==> config.mk <==
export PLATFORM = sky130hd
export DESIGN_NAME = mem_burst_ctrl_flat
export DESIGN_NICKNAME = d
export VERILOG_FILES = /design/src/rtl/mem_burst_ctrl_if.sv /design/src/rtl/mem_burst_ctrl.sv /design/src/flat_wrapper.sv
export SDC_FILE = /design/constraint.sdc
export NUM_CORES = 1
export LEC_CHECK = 0
export CORE_MARGIN = 2
export CORE_UTILIZATION = 44
export DETAILED_ROUTE_END_ITERATION = 16
export PLACE_DENSITY = 0.67
export SLEW_MARGIN = 20
export SYNTH_ARGS = -nofsm -noshare
export SYNTH_HDL_FRONTEND = slang
export SYNTH_SLANG_ARGS = --single-unit
export TNS_END_PERCENT = 50
==> constraint.sdc <==
create_clock -name clk -period 6.8 [get_ports clk]
set_input_delay 1.02 -clock clk [delete_from_list [all_inputs] [get_ports clk]]
set_output_delay 1.02 -clock clk [all_outputs]
set_load 0.05 [all_outputs]
==> src/rtl/mem_burst_ctrl_if.sv <==
`default_nettype none
// ============================================================================
// Module   : mem_burst_ctrl_if
// Summary  : Command, write-stream, read-stream and memory-port bundle for
//            the burst controller.
// Revision : 1.0
// ============================================================================
interface mem_burst_ctrl_if #(
    parameter int ADDR_W = 3,
    parameter int DATA_W = 5,
    parameter int LEN_W  = ADDR_W + 1
);
    // Burst command
    logic              cmd_valid;
    logic              cmd_ready;
    logic              cmd_rw;
    logic [ADDR_W-1:0] cmd_addr;
    logic [LEN_W-1:0]  cmd_len;

    // Write word stream
    logic              wr_valid;
    logic              wr_ready;
    logic [DATA_W-1:0] wr_data;

    // Read word stream
    logic              rd_valid;
    logic              rd_ready;
    logic [DATA_W-1:0] rd_data;

    // Status
    logic              busy;
    logic              done;

    // Memory port
    logic [ADDR_W-1:0] mem_addr;
    logic              mem_rw;
    logic              mem_o_en;
    logic [DATA_W-1:0] mem_wdata;
    logic [DATA_W-1:0] mem_rdata;

    modport master (
        input  cmd_valid, cmd_rw, cmd_addr, cmd_len,
        input  wr_valid, wr_data,
        input  rd_ready,
        input  mem_rdata,
        output cmd_ready, wr_ready, rd_valid, rd_data, busy, done,
        output mem_addr, mem_rw, mem_o_en, mem_wdata
    );

    modport slave (
        output cmd_valid, cmd_rw, cmd_addr, cmd_len,
        output wr_valid, wr_data,
        output rd_ready,
        output mem_rdata,
        input  cmd_ready, wr_ready, rd_valid, rd_data, busy, done,
        input  mem_addr, mem_rw, mem_o_en, mem_wdata
    );
endinterface
`default_nettype wire

==> src/rtl/mem_burst_ctrl.sv <==
`default_nettype none
// ============================================================================
// Module   : mem_burst_ctrl
// Summary  : Turns burst commands into single-word accesses on the message
//            memory port, with a 4-entry credit-managed read buffer.
// Revision : 1.0
// ============================================================================
module mem_burst_ctrl #(
    parameter int ADDR_W = 3,
    parameter int DATA_W = 5,
    parameter int LEN_W  = ADDR_W + 1
) (
    input  logic             clk,
    input  logic             rst,
    mem_burst_ctrl_if.master bus
);
    localparam int c_BUF_DEPTH = 4;
    localparam int c_PTR_W     = 2;

    typedef enum logic [2:0] {
        S_IDLE  = 3'd0,
        S_WR    = 3'd1,
        S_RD    = 3'd2,
        S_DRAIN = 3'd3,
        S_DONE  = 3'd4
    } state_t;

    state_t              r_state;
    state_t              w_state_next;

    logic [ADDR_W-1:0]   r_cur;
    logic [LEN_W-1:0]    r_rem;

    logic [ADDR_W-1:0]   r_mem_addr;
    logic                r_mem_rw;
    logic                r_mem_o_en;
    logic [DATA_W-1:0]   r_mem_wdata;
    logic                r_rd_pipe;
    logic                r_done;

    logic [DATA_W-1:0]   r_buf [c_BUF_DEPTH];
    logic [c_PTR_W-1:0]  r_wptr;
    logic [c_PTR_W-1:0]  r_rptr;
    logic [c_PTR_W:0]    r_count;

    logic                w_cmd_ready;
    logic                w_wr_ready;
    logic                w_issue;
    logic                w_accept;
    logic                w_wr_hs;
    logic                w_last;
    logic                w_credit;
    logic                w_push;
    logic                w_pop;
    logic [c_PTR_W:0]    w_inflight;

    // A read stays in flight from the edge that registers it until the edge
    // that captures the memory's registered data two cycles later.
    assign w_inflight = {{c_PTR_W{1'b0}}, r_mem_o_en} + {{c_PTR_W{1'b0}}, r_rd_pipe};
    assign w_credit   = (r_count + w_inflight) < (c_PTR_W+1)'(c_BUF_DEPTH);
    assign w_last     = (r_rem == LEN_W'(1));
    assign w_accept   = w_cmd_ready & bus.cmd_valid;
    assign w_wr_hs    = w_wr_ready & bus.wr_valid;
    assign w_push     = r_rd_pipe;
    assign w_pop      = (r_count != '0) & bus.rd_ready;

    always_ff @(posedge clk) begin
        if (rst) begin
            r_state <= S_IDLE;
        end else begin
            r_state <= w_state_next;
        end
    end

    always_comb begin
        w_state_next = r_state;
        w_cmd_ready  = 1'b0;
        w_wr_ready   = 1'b0;
        w_issue      = 1'b0;
        case (r_state)
            S_IDLE: begin
                w_cmd_ready = 1'b1;
                if (bus.cmd_valid) begin
                    if (bus.cmd_len == '0) begin
                        w_state_next = S_DONE;
                    end else if (bus.cmd_rw) begin
                        w_state_next = S_WR;
                    end else begin
                        w_state_next = S_RD;
                    end
                end
            end
            S_WR: begin
                w_wr_ready = 1'b1;
                if (bus.wr_valid && w_last) begin
                    w_state_next = S_DRAIN;
                end
            end
            S_RD: begin
                w_issue = w_credit;
                if (w_credit && w_last) begin
                    w_state_next = S_DRAIN;
                end
            end
            S_DRAIN: begin
                // A write registered last cycle is only sampled by the memory now.
                if ((w_inflight == '0) && (r_count == '0) && !r_mem_rw) begin
                    w_state_next = S_DONE;
                end
            end
            S_DONE: begin
                w_state_next = S_IDLE;
            end
            default: begin
                w_state_next = S_IDLE;
            end
        endcase
    end

    always_ff @(posedge clk) begin
        if (rst) begin
            r_cur       <= '0;
            r_rem       <= '0;
            r_mem_addr  <= '0;
            r_mem_rw    <= 1'b0;
            r_mem_o_en  <= 1'b0;
            r_mem_wdata <= '0;
            r_rd_pipe   <= 1'b0;
            r_done      <= 1'b0;
        end else begin
            r_mem_rw   <= 1'b0;
            r_mem_o_en <= 1'b0;
            r_rd_pipe  <= r_mem_o_en;
            r_done     <= (r_state == S_DONE);
            if (w_accept) begin
                r_cur <= bus.cmd_addr;
                r_rem <= bus.cmd_len;
            end
            if (w_wr_hs) begin
                r_mem_rw    <= 1'b1;
                r_mem_addr  <= r_cur;
                r_mem_wdata <= bus.wr_data;
                r_cur       <= r_cur + ADDR_W'(1);
                r_rem       <= r_rem - LEN_W'(1);
            end
            if (w_issue) begin
                r_mem_o_en <= 1'b1;
                r_mem_addr <= r_cur;
                r_cur      <= r_cur + ADDR_W'(1);
                r_rem      <= r_rem - LEN_W'(1);
            end
        end
    end

    always_ff @(posedge clk) begin
        if (rst) begin
            r_buf   <= '{default: '0};
            r_wptr  <= '0;
            r_rptr  <= '0;
            r_count <= '0;
        end else begin
            if (w_push) begin
                r_buf[r_wptr] <= bus.mem_rdata;
                r_wptr        <= r_wptr + c_PTR_W'(1);
            end
            if (w_pop) begin
                r_rptr <= r_rptr + c_PTR_W'(1);
            end
            case ({w_push, w_pop})
                2'b10:   r_count <= r_count + (c_PTR_W+1)'(1);
                2'b01:   r_count <= r_count - (c_PTR_W+1)'(1);
                default: r_count <= r_count;
            endcase
        end
    end

    assign bus.cmd_ready = w_cmd_ready;
    assign bus.wr_ready  = w_wr_ready;
    assign bus.rd_valid  = (r_count != '0);
    assign bus.rd_data   = r_buf[r_rptr];
    assign bus.busy      = (r_state != S_IDLE);
    assign bus.done      = r_done;
    assign bus.mem_addr  = r_mem_addr;
    assign bus.mem_rw    = r_mem_rw;
    assign bus.mem_o_en  = r_mem_o_en;
    assign bus.mem_wdata = r_mem_wdata;

endmodule
`default_nettype wire

==> src/flat_wrapper.sv <==
// flat-port wrapper written by rule: the top's interface ports become plain ports
module mem_burst_ctrl_flat 
#(
    parameter int ADDR_W = 3,
    parameter int DATA_W = 5,
    parameter int LEN_W  = ADDR_W + 1
)
  (clk, rst, bus_cmd_valid, bus_cmd_rw, bus_cmd_addr, bus_cmd_len, bus_wr_valid, bus_wr_data, bus_rd_ready, bus_mem_rdata, bus_cmd_ready, bus_wr_ready, bus_rd_valid, bus_rd_data, bus_busy, bus_done, bus_mem_addr, bus_mem_rw, bus_mem_o_en, bus_mem_wdata);
  mem_burst_ctrl_if #(.ADDR_W(ADDR_W), .DATA_W(DATA_W), .LEN_W(LEN_W)) bus_i ();
  input  logic clk;
  input  logic rst;
  input wire logic [$bits(bus_i.cmd_valid)-1:0] bus_cmd_valid;
  input wire logic [$bits(bus_i.cmd_rw)-1:0] bus_cmd_rw;
  input wire logic [$bits(bus_i.cmd_addr)-1:0] bus_cmd_addr;
  input wire logic [$bits(bus_i.cmd_len)-1:0] bus_cmd_len;
  input wire logic [$bits(bus_i.wr_valid)-1:0] bus_wr_valid;
  input wire logic [$bits(bus_i.wr_data)-1:0] bus_wr_data;
  input wire logic [$bits(bus_i.rd_ready)-1:0] bus_rd_ready;
  input wire logic [$bits(bus_i.mem_rdata)-1:0] bus_mem_rdata;
  output wire logic [$bits(bus_i.cmd_ready)-1:0] bus_cmd_ready;
  output wire logic [$bits(bus_i.wr_ready)-1:0] bus_wr_ready;
  output wire logic [$bits(bus_i.rd_valid)-1:0] bus_rd_valid;
  output wire logic [$bits(bus_i.rd_data)-1:0] bus_rd_data;
  output wire logic [$bits(bus_i.busy)-1:0] bus_busy;
  output wire logic [$bits(bus_i.done)-1:0] bus_done;
  output wire logic [$bits(bus_i.mem_addr)-1:0] bus_mem_addr;
  output wire logic [$bits(bus_i.mem_rw)-1:0] bus_mem_rw;
  output wire logic [$bits(bus_i.mem_o_en)-1:0] bus_mem_o_en;
  output wire logic [$bits(bus_i.mem_wdata)-1:0] bus_mem_wdata;
  assign bus_i.cmd_valid = bus_cmd_valid;
  assign bus_i.cmd_rw = bus_cmd_rw;
  assign bus_i.cmd_addr = bus_cmd_addr;
  assign bus_i.cmd_len = bus_cmd_len;
  assign bus_i.wr_valid = bus_wr_valid;
  assign bus_i.wr_data = bus_wr_data;
  assign bus_i.rd_ready = bus_rd_ready;
  assign bus_i.mem_rdata = bus_mem_rdata;
  assign bus_cmd_ready = bus_i.cmd_ready;
  assign bus_wr_ready = bus_i.wr_ready;
  assign bus_rd_valid = bus_i.rd_valid;
  assign bus_rd_data = bus_i.rd_data;
  assign bus_busy = bus_i.busy;
  assign bus_done = bus_i.done;
  assign bus_mem_addr = bus_i.mem_addr;
  assign bus_mem_rw = bus_i.mem_rw;
  assign bus_mem_o_en = bus_i.mem_o_en;
  assign bus_mem_wdata = bus_i.mem_wdata;
  mem_burst_ctrl #(.ADDR_W(ADDR_W), .DATA_W(DATA_W), .LEN_W(LEN_W)) u_core (.clk(clk), .rst(rst), .bus(bus_i));
endmodule
==> results.sh <==
export IMPL_fin_nets=346
export IMPL_syn_cell_area_sq_um=2471
export IMPL_cts_hold_fix_buffers=0
export IMPL_status="complete, no violations"
export IMPL_cts_resized=0
export IMPL_required_ns=5.78
export IMPL_final_cell_mix="49 x dfxtp_1, 42 x clkdlybuf4s50_1, 41 x nand2_1"
export IMPL_antenna_found_initial=0
export IMPL_skew_ns=0.008894
export IMPL_globalplace_congestion=0.7960
export IMPL_cts_sinks=49
export IMPL_dp_hpwl_microns=3644
export IMPL_clockBufferDepth=2
export IMPL_fin_ws_ns=3.636
export IMPL_path_max_fanout=7
export IMPL_cts_buffers=5
export IMPL_powerDensity_nw_per_um2=314.2
export IMPL_power_frac_clock=0.225
export IMPL_cts_clk_slew_worst_paths_ns=0.10
export IMPL_slew_headroom=0.3828
export IMPL_finalCritPeriodShare=0.4653
export IMPL_cp_startpoint="u_core.r_rptr[0]"
export IMPL_irDropWorstVdd_mv=0.1904
export IMPL_synth_cell_types=56
export IMPL_synth_seq_area_share=0.3970
export IMPL_ant_nets=0
export IMPL_core_sq_um=5473
export IMPL_detailedRoute_firstPassIterationCount=4
export IMPL_critPathLaunchType="register"
export IMPL_rsz0062_at_grt="false"
export IMPL_p_leak_uw=0.001028
export IMPL_synth_fp_nets=314
export IMPL_layout_drive_gt1_share=0.08974
export IMPL_dieArea_sq_um=6232
export IMPL_power_switching_uw=361.9
export IMPL_ys_ff_latch=49
export IMPL_maxCapViolCount=0
export IMPL_final_common_cell="dfxtp_1"
export IMPL_htreeDepth=2
export IMPL_hold_path_class="reg2reg"
export IMPL_areaGrowthSynthToFinish_pct=21.62
export IMPL_switching_share=0.3833
export IMPL_drv_slew=0
export IMPL_wire_per_inst_microns=13.44
export IMPL_grt_pass1_wl_microns=8611
export IMPL_worst_slew_pin_slew_ns=0.9245
export IMPL_die_h_microns=78.94
export IMPL_io_pins=43
export IMPL_whs_ns=0.4609
export IMPL_fmax_mhz=316.1
export IMPL_grt_max_degree=53
export IMPL_pwr_share_comb=0.378
export IMPL_yosysWarnings=0
export IMPL_grt_overflow_total=0
export IMPL_die_width_microns=78.94
export IMPL_rows=27
export IMPL_hold_path_startpoint="u_core.bus.mem_wdata[3]"
export IMPL_p_int_uw=582.4
export IMPL_drcViolationCount=0
export IMPL_post_cts_setup_buffers=0
export IMPL_start_util=0.4515
export IMPL_grt_pass1_vias=1890
export IMPL_netlist_instances=279
export IMPL_post_place_ws_ns=3.773
export IMPL_drtIter0Drc=110
export IMPL_wl_microns=5161
export IMPL_cts_tree="yes"
export IMPL_grt_use_total=0.1705
export IMPL_synth_edff_count=0
export IMPL_io_buffers=42
export IMPL_setup_viol=0
export IMPL_r2r_start="u_core.r_rd_pipe"
export IMPL_cts_root_buf="clkbuf_8"
export IMPL_hold_viol=0
export IMPL_arrival_ns=2.14
export IMPL_syn_area_per_cell_sq_um=8.857
export IMPL_fin_setup_tns_ns=0
export IMPL_pwr_share_seq=0.398
export IMPL_async_flop_share=0
export IMPL_viasPerCell=5.313
export IMPL_cp_end_kind="primary output"
export IMPL_antenna_cells=0
export IMPL_clk_latency_ns=0.30
export IMPL_synth_main_ff_cell="dfxtp_1"
export IMPL_worst_setup_path_type="reg2out"
export IMPL_vias=2040
export IMPL_timing_final_crit_period_ns=3.164
==> metal layers <==
metal  GRT usage  part of all wire  vias to the layer above
met4     0.04138            0.0045                        0
li1            -                 -                     1048
met1      0.2296              0.48                      944
met5           0                 0                        -
met3     0.03636             0.048                        2
met2      0.2812              0.47                       46
==> logic make-up after synthesis <==
group | Yosys count | synth area share
xor gates and xnor gates | 5 | 0.01772
and+or+nand+nor | 109 | 0.2299
AOI/OAI and AO/OA | 65 | 0.1742
buffers and inverters | 31 | 0.05975
adders and majority gates | 12 | 0.06380
muxes | 8 | 0.05772
DFF | 49 | 0.3970
==> cell usage after synthesis (all sizes together) (2+ instances only) <==
cell,count,share of area
a2111oi,2,0.0096
a21boi,4,0.012
a21oi,34,0.069
a31oi,3,0.014
a32oi,2,0.0071
and2,2,0.0056
buf,7,0.019
clkbuf,11,0.021
dfxtp,49,0.40
ha,11,0.056
inv,13,0.020
mux2i,3,0.012
mux4,5,0.046
nand2,41,0.062
nand3,27,0.055
nand3b,2,0.0061
nand4,2,0.0051
nand4bb,2,0.0091
nor2,17,0.026
nor2b,2,0.0051
nor3b,2,0.013
nor4,2,0.0051
nor4b,2,0.013
o21ai,7,0.014
o22ai,3,0.010
or3,3,0.010
xnor2,2,0.0071
xor2,3,0.011
==> worst max-delay path, stage by stage, from the launching register on <==
cell             delay [ns]
dfxtp_1                0.55
mux4_2                 0.57
clkdlybuf4s50_1        0.72
==> flip-flops by register name, summed over array words and instances (netlist names) <==
| signal | cells |
|---|---|
| u_core.bus.mem_wdata | 5 |
| u_core.bus.done | 1 |
| u_core.r_state | 3 |
| u_core.r_cur | 3 |
| u_core.r_wptr | 2 |
| u_core.bus.mem_o_en | 1 |
| u_core.r_rem | 4 |
| u_core.r_buf | 20 |
| u_core.r_rptr | 2 |
| u_core.bus.mem_addr | 3 |
| u_core.r_count | 3 |
| u_core.bus.mem_rw | 1 |
| u_core.r_rd_pipe | 1 |
==> power groups by stage <==
stage | Clock [uW] | Combinational (uW) | Sequential (uW)
global placement | 0 | 355 | 382
CTS | 219 | 358 | 375
finish | 212 | 357 | 375
floorplan | 0 | 269 | 381
detailed placement | 0 | 357 | 382
global route | 230 | 387 | 383
==> cell type report <==
class	instances	area (sq um)
Inverter	13	48.80
Timing Repair Buffer	43	427.9
Sequential cell	49	980.9
Clock buffer	5	68.82
Tap cell	72	90.09
Multi-Input combinational cell	199	1343
Clock inverter	3	46.29
Fill cell	538	2467
==> through the flow <==
stage	instances	utilization	area, sq um	total power [uW]
final	384	0.5492	3005	944.3
after global routing	384	0.5492	3005	999.6
after CTS	384	0.5492	3005	952.5
after detailed placement	376	0.5281	2890	738.8
after global placement	376	0.5281	2890	736.1
after floorplan	279	-	2471	650.2
==> final timing paths <==
kind	to	slack [ns]	depth (start not counted)
max	bus_rd_data[0]	3.64	2
max reg2reg	u_core.r_rem[3]	4.07	6
min	u_core.bus.mem_wdata[3]	0.46	2
min reg2reg	u_core.bus.mem_wdata[3]	0.46	2
(Power assumes the default switching activity.)
==> edit (same flow settings) <==
`DATA_W` is set to 5 in 3 places; all go to 10.
--- a/src/rtl/mem_burst_ctrl_if.sv
+++ b/src/rtl/mem_burst_ctrl_if.sv
@@ -9,3 +9,3 @@
     parameter int ADDR_W = 3,
-    parameter int DATA_W = 5,
+    parameter int DATA_W = 10,
     parameter int LEN_W  = ADDR_W + 1
--- a/src/rtl/mem_burst_ctrl.sv
+++ b/src/rtl/mem_burst_ctrl.sv
@@ -9,3 +9,3 @@
     parameter int ADDR_W = 3,
-    parameter int DATA_W = 5,
+    parameter int DATA_W = 10,
     parameter int LEN_W  = ADDR_W + 1
--- a/src/flat_wrapper.sv
+++ b/src/flat_wrapper.sv
@@ -4,3 +4,3 @@
     parameter int ADDR_W = 3,
-    parameter int DATA_W = 5,
+    parameter int DATA_W = 10,
     parameter int LEN_W  = ADDR_W + 1
Interface: changed (resized bus_mem_rdata, bus_mem_wdata, bus_rd_data and bus_wr_data); port bits go from 43 to 63. The function was not compared with the original's and may differ.
==> edit against the original RTL <==
  * Final cell count up 42%
  * Utilization up 3.3 points
  * First-iteration DRC count up 65%
  * Synthesized area up 34%
  * Final area up 41%
  * Sequential cell count up 25
  * Total power up 44%
  * Critical path type unchanged
  * Highest routed layer unchanged
  * Wire length up 46%
  * Worst setup slack worse by 0.28 ns
  * Register-to-register slack better by 0.44 ns
==> edit: results (changes against the original RTL) <==
post-synthesis compound-gate area fraction=0.132 (-0.0418); first-pass GRT wire length=12.8 mm (+49%); Mapped Cells=387 (+39%); fillers=674 (+25%); Reg2Reg Depth=7 (+1); Worst Max-Slew Pin Slew=0.762 ns (-0.163 ns); Critical Path Fanout Max=11 (+4); Placed Instances=529 (+41%); peak supply drop=0.279 mV (+46%); gr usage total=0.190 (+0.0198); clk slew on worst S/H paths=0.08 ns (-0.02 ns); Post-Synth Adder-Cell Area=0.0477 (-0.0161); WL met3=340 um (+36%); number of global-route vias before repair=2742 (+45%); largest net degree at the start of global routing=76 (+43%); CP Launch Point=u_core.r_rptr[1]; final non-filler cell total=545 (+42%); vias per inst=5.12 (-3.7%); max reg flops=40 (+100%); DRT Wirelength=7.53 mm (+46%); layout cells sized above 1=0.0852 (-0.00454); PortBufs=62 (+48%); Distinct cells, synth=45 (-20%); CP max-delay cell=dfxtp_1; post-synthesis mux area share=0.0927 (+0.0349); status=finished, final reports clean; Area contributors post-synth=dfxtp_1 (45%), nand2_1 (13%), a21oi_1 (8.5%), mux4_2 (6.8%), ha_1 (4.2%); Post-Synth XOR/XNOR Area=0.0132 (-0.00448); Post-DP HPWL=5.09 mm (+40%); Final Skew=0.0140 ns (+0.00512 ns); WL met1=3.48 mm (+40%); H-tree levels=3 (+1); met1 Use GR=0.240 (+0.0107); Worst Hold Path EP=u_core.r_buf[20]; met3 Use GR=0.0426 (+0.00621); worst flop-to-flop path endpoint=u_core.r_state[2]; met2 Resource Use GR=0.323 (+0.0416); # nets final=486 (+40%); Worst-Skew Late Latency=0.34 ns (+0.04 ns); Leak Pwr=1.46 nW (+42%); GP Congestion=0.770 (-3.3%); slowest stage delay, CP=0.77 ns (+0.05 ns)
## edit: changes by cell type in the layout (fill, tap and decap cells not counted), moves of 4 or more
| cell | change |
|---|---|
| a21oi_1 | +22 |
| mux4_2 | +5 |
| nand3_1 | -22 |
| clkdlybuf4s50_1 | +19 |
| mux2i_1 | +4 |
| dfxtp_1 | +25 |
| a21boi_0 | -4 |
| nand2_1 | +72 |
| clkbuf_8 | +4 |
| nor2_1 | +6 |
## edit: worst max-delay path by stage
stage	endpoint	cells past startpoint
6_report	bus_rd_data[4]	2
5_1_grt	bus_rd_data[4]	2
3_3_place_gp	bus_rd_data[4]	2
4_1_cts	bus_rd_data[4]	2
2_1_floorplan	bus_wr_ready	2
3_5_place_dp	bus_rd_data[4]	2
## edit: power breakdown
| group | switching (mW) | leakage, nW | internal (mW) | total, mW |
|---|---|---|---|---|
| Combinational | 0.239 | 0.741 | 0.170 | 0.410 |
| Sequential | 0.0534 | 0.599 | 0.477 | 0.530 |
| Clock | 0.174 | 0.122 | 0.247 | 0.421 |
## edit: critical path: cells and delay by family (launching register included)
family | cells | cell delay [ns]
mux | 1 | 0.60
flops | 1 | 0.77
buf+inv | 1 | 0.72
## edit: stage by stage
step	instance area, um2	utilization	setup WS, ns
floorplan	3310	-	4.17
global placement	3970	0.548	3.72
detailed placement	3970	0.548	3.70
CTS	4220	0.582	3.32
global route	4220	0.582	3.25
finish	4220	0.582	3.35
## edit: layout make-up
type | count | area, um2 | share of cell area
clock buffers | 9 | 124 | 0.0293
clock inverters | 7 | 126 | 0.0299
flip-flops and latches | 74 | 1480 | 0.351
inverters | 13 | 48.8 | 0.0116
multi-input cells | 280 | 1700 | 0.402
well taps | 99 | 124 | 0.0293
repair buffers | 63 | 623 | 0.148
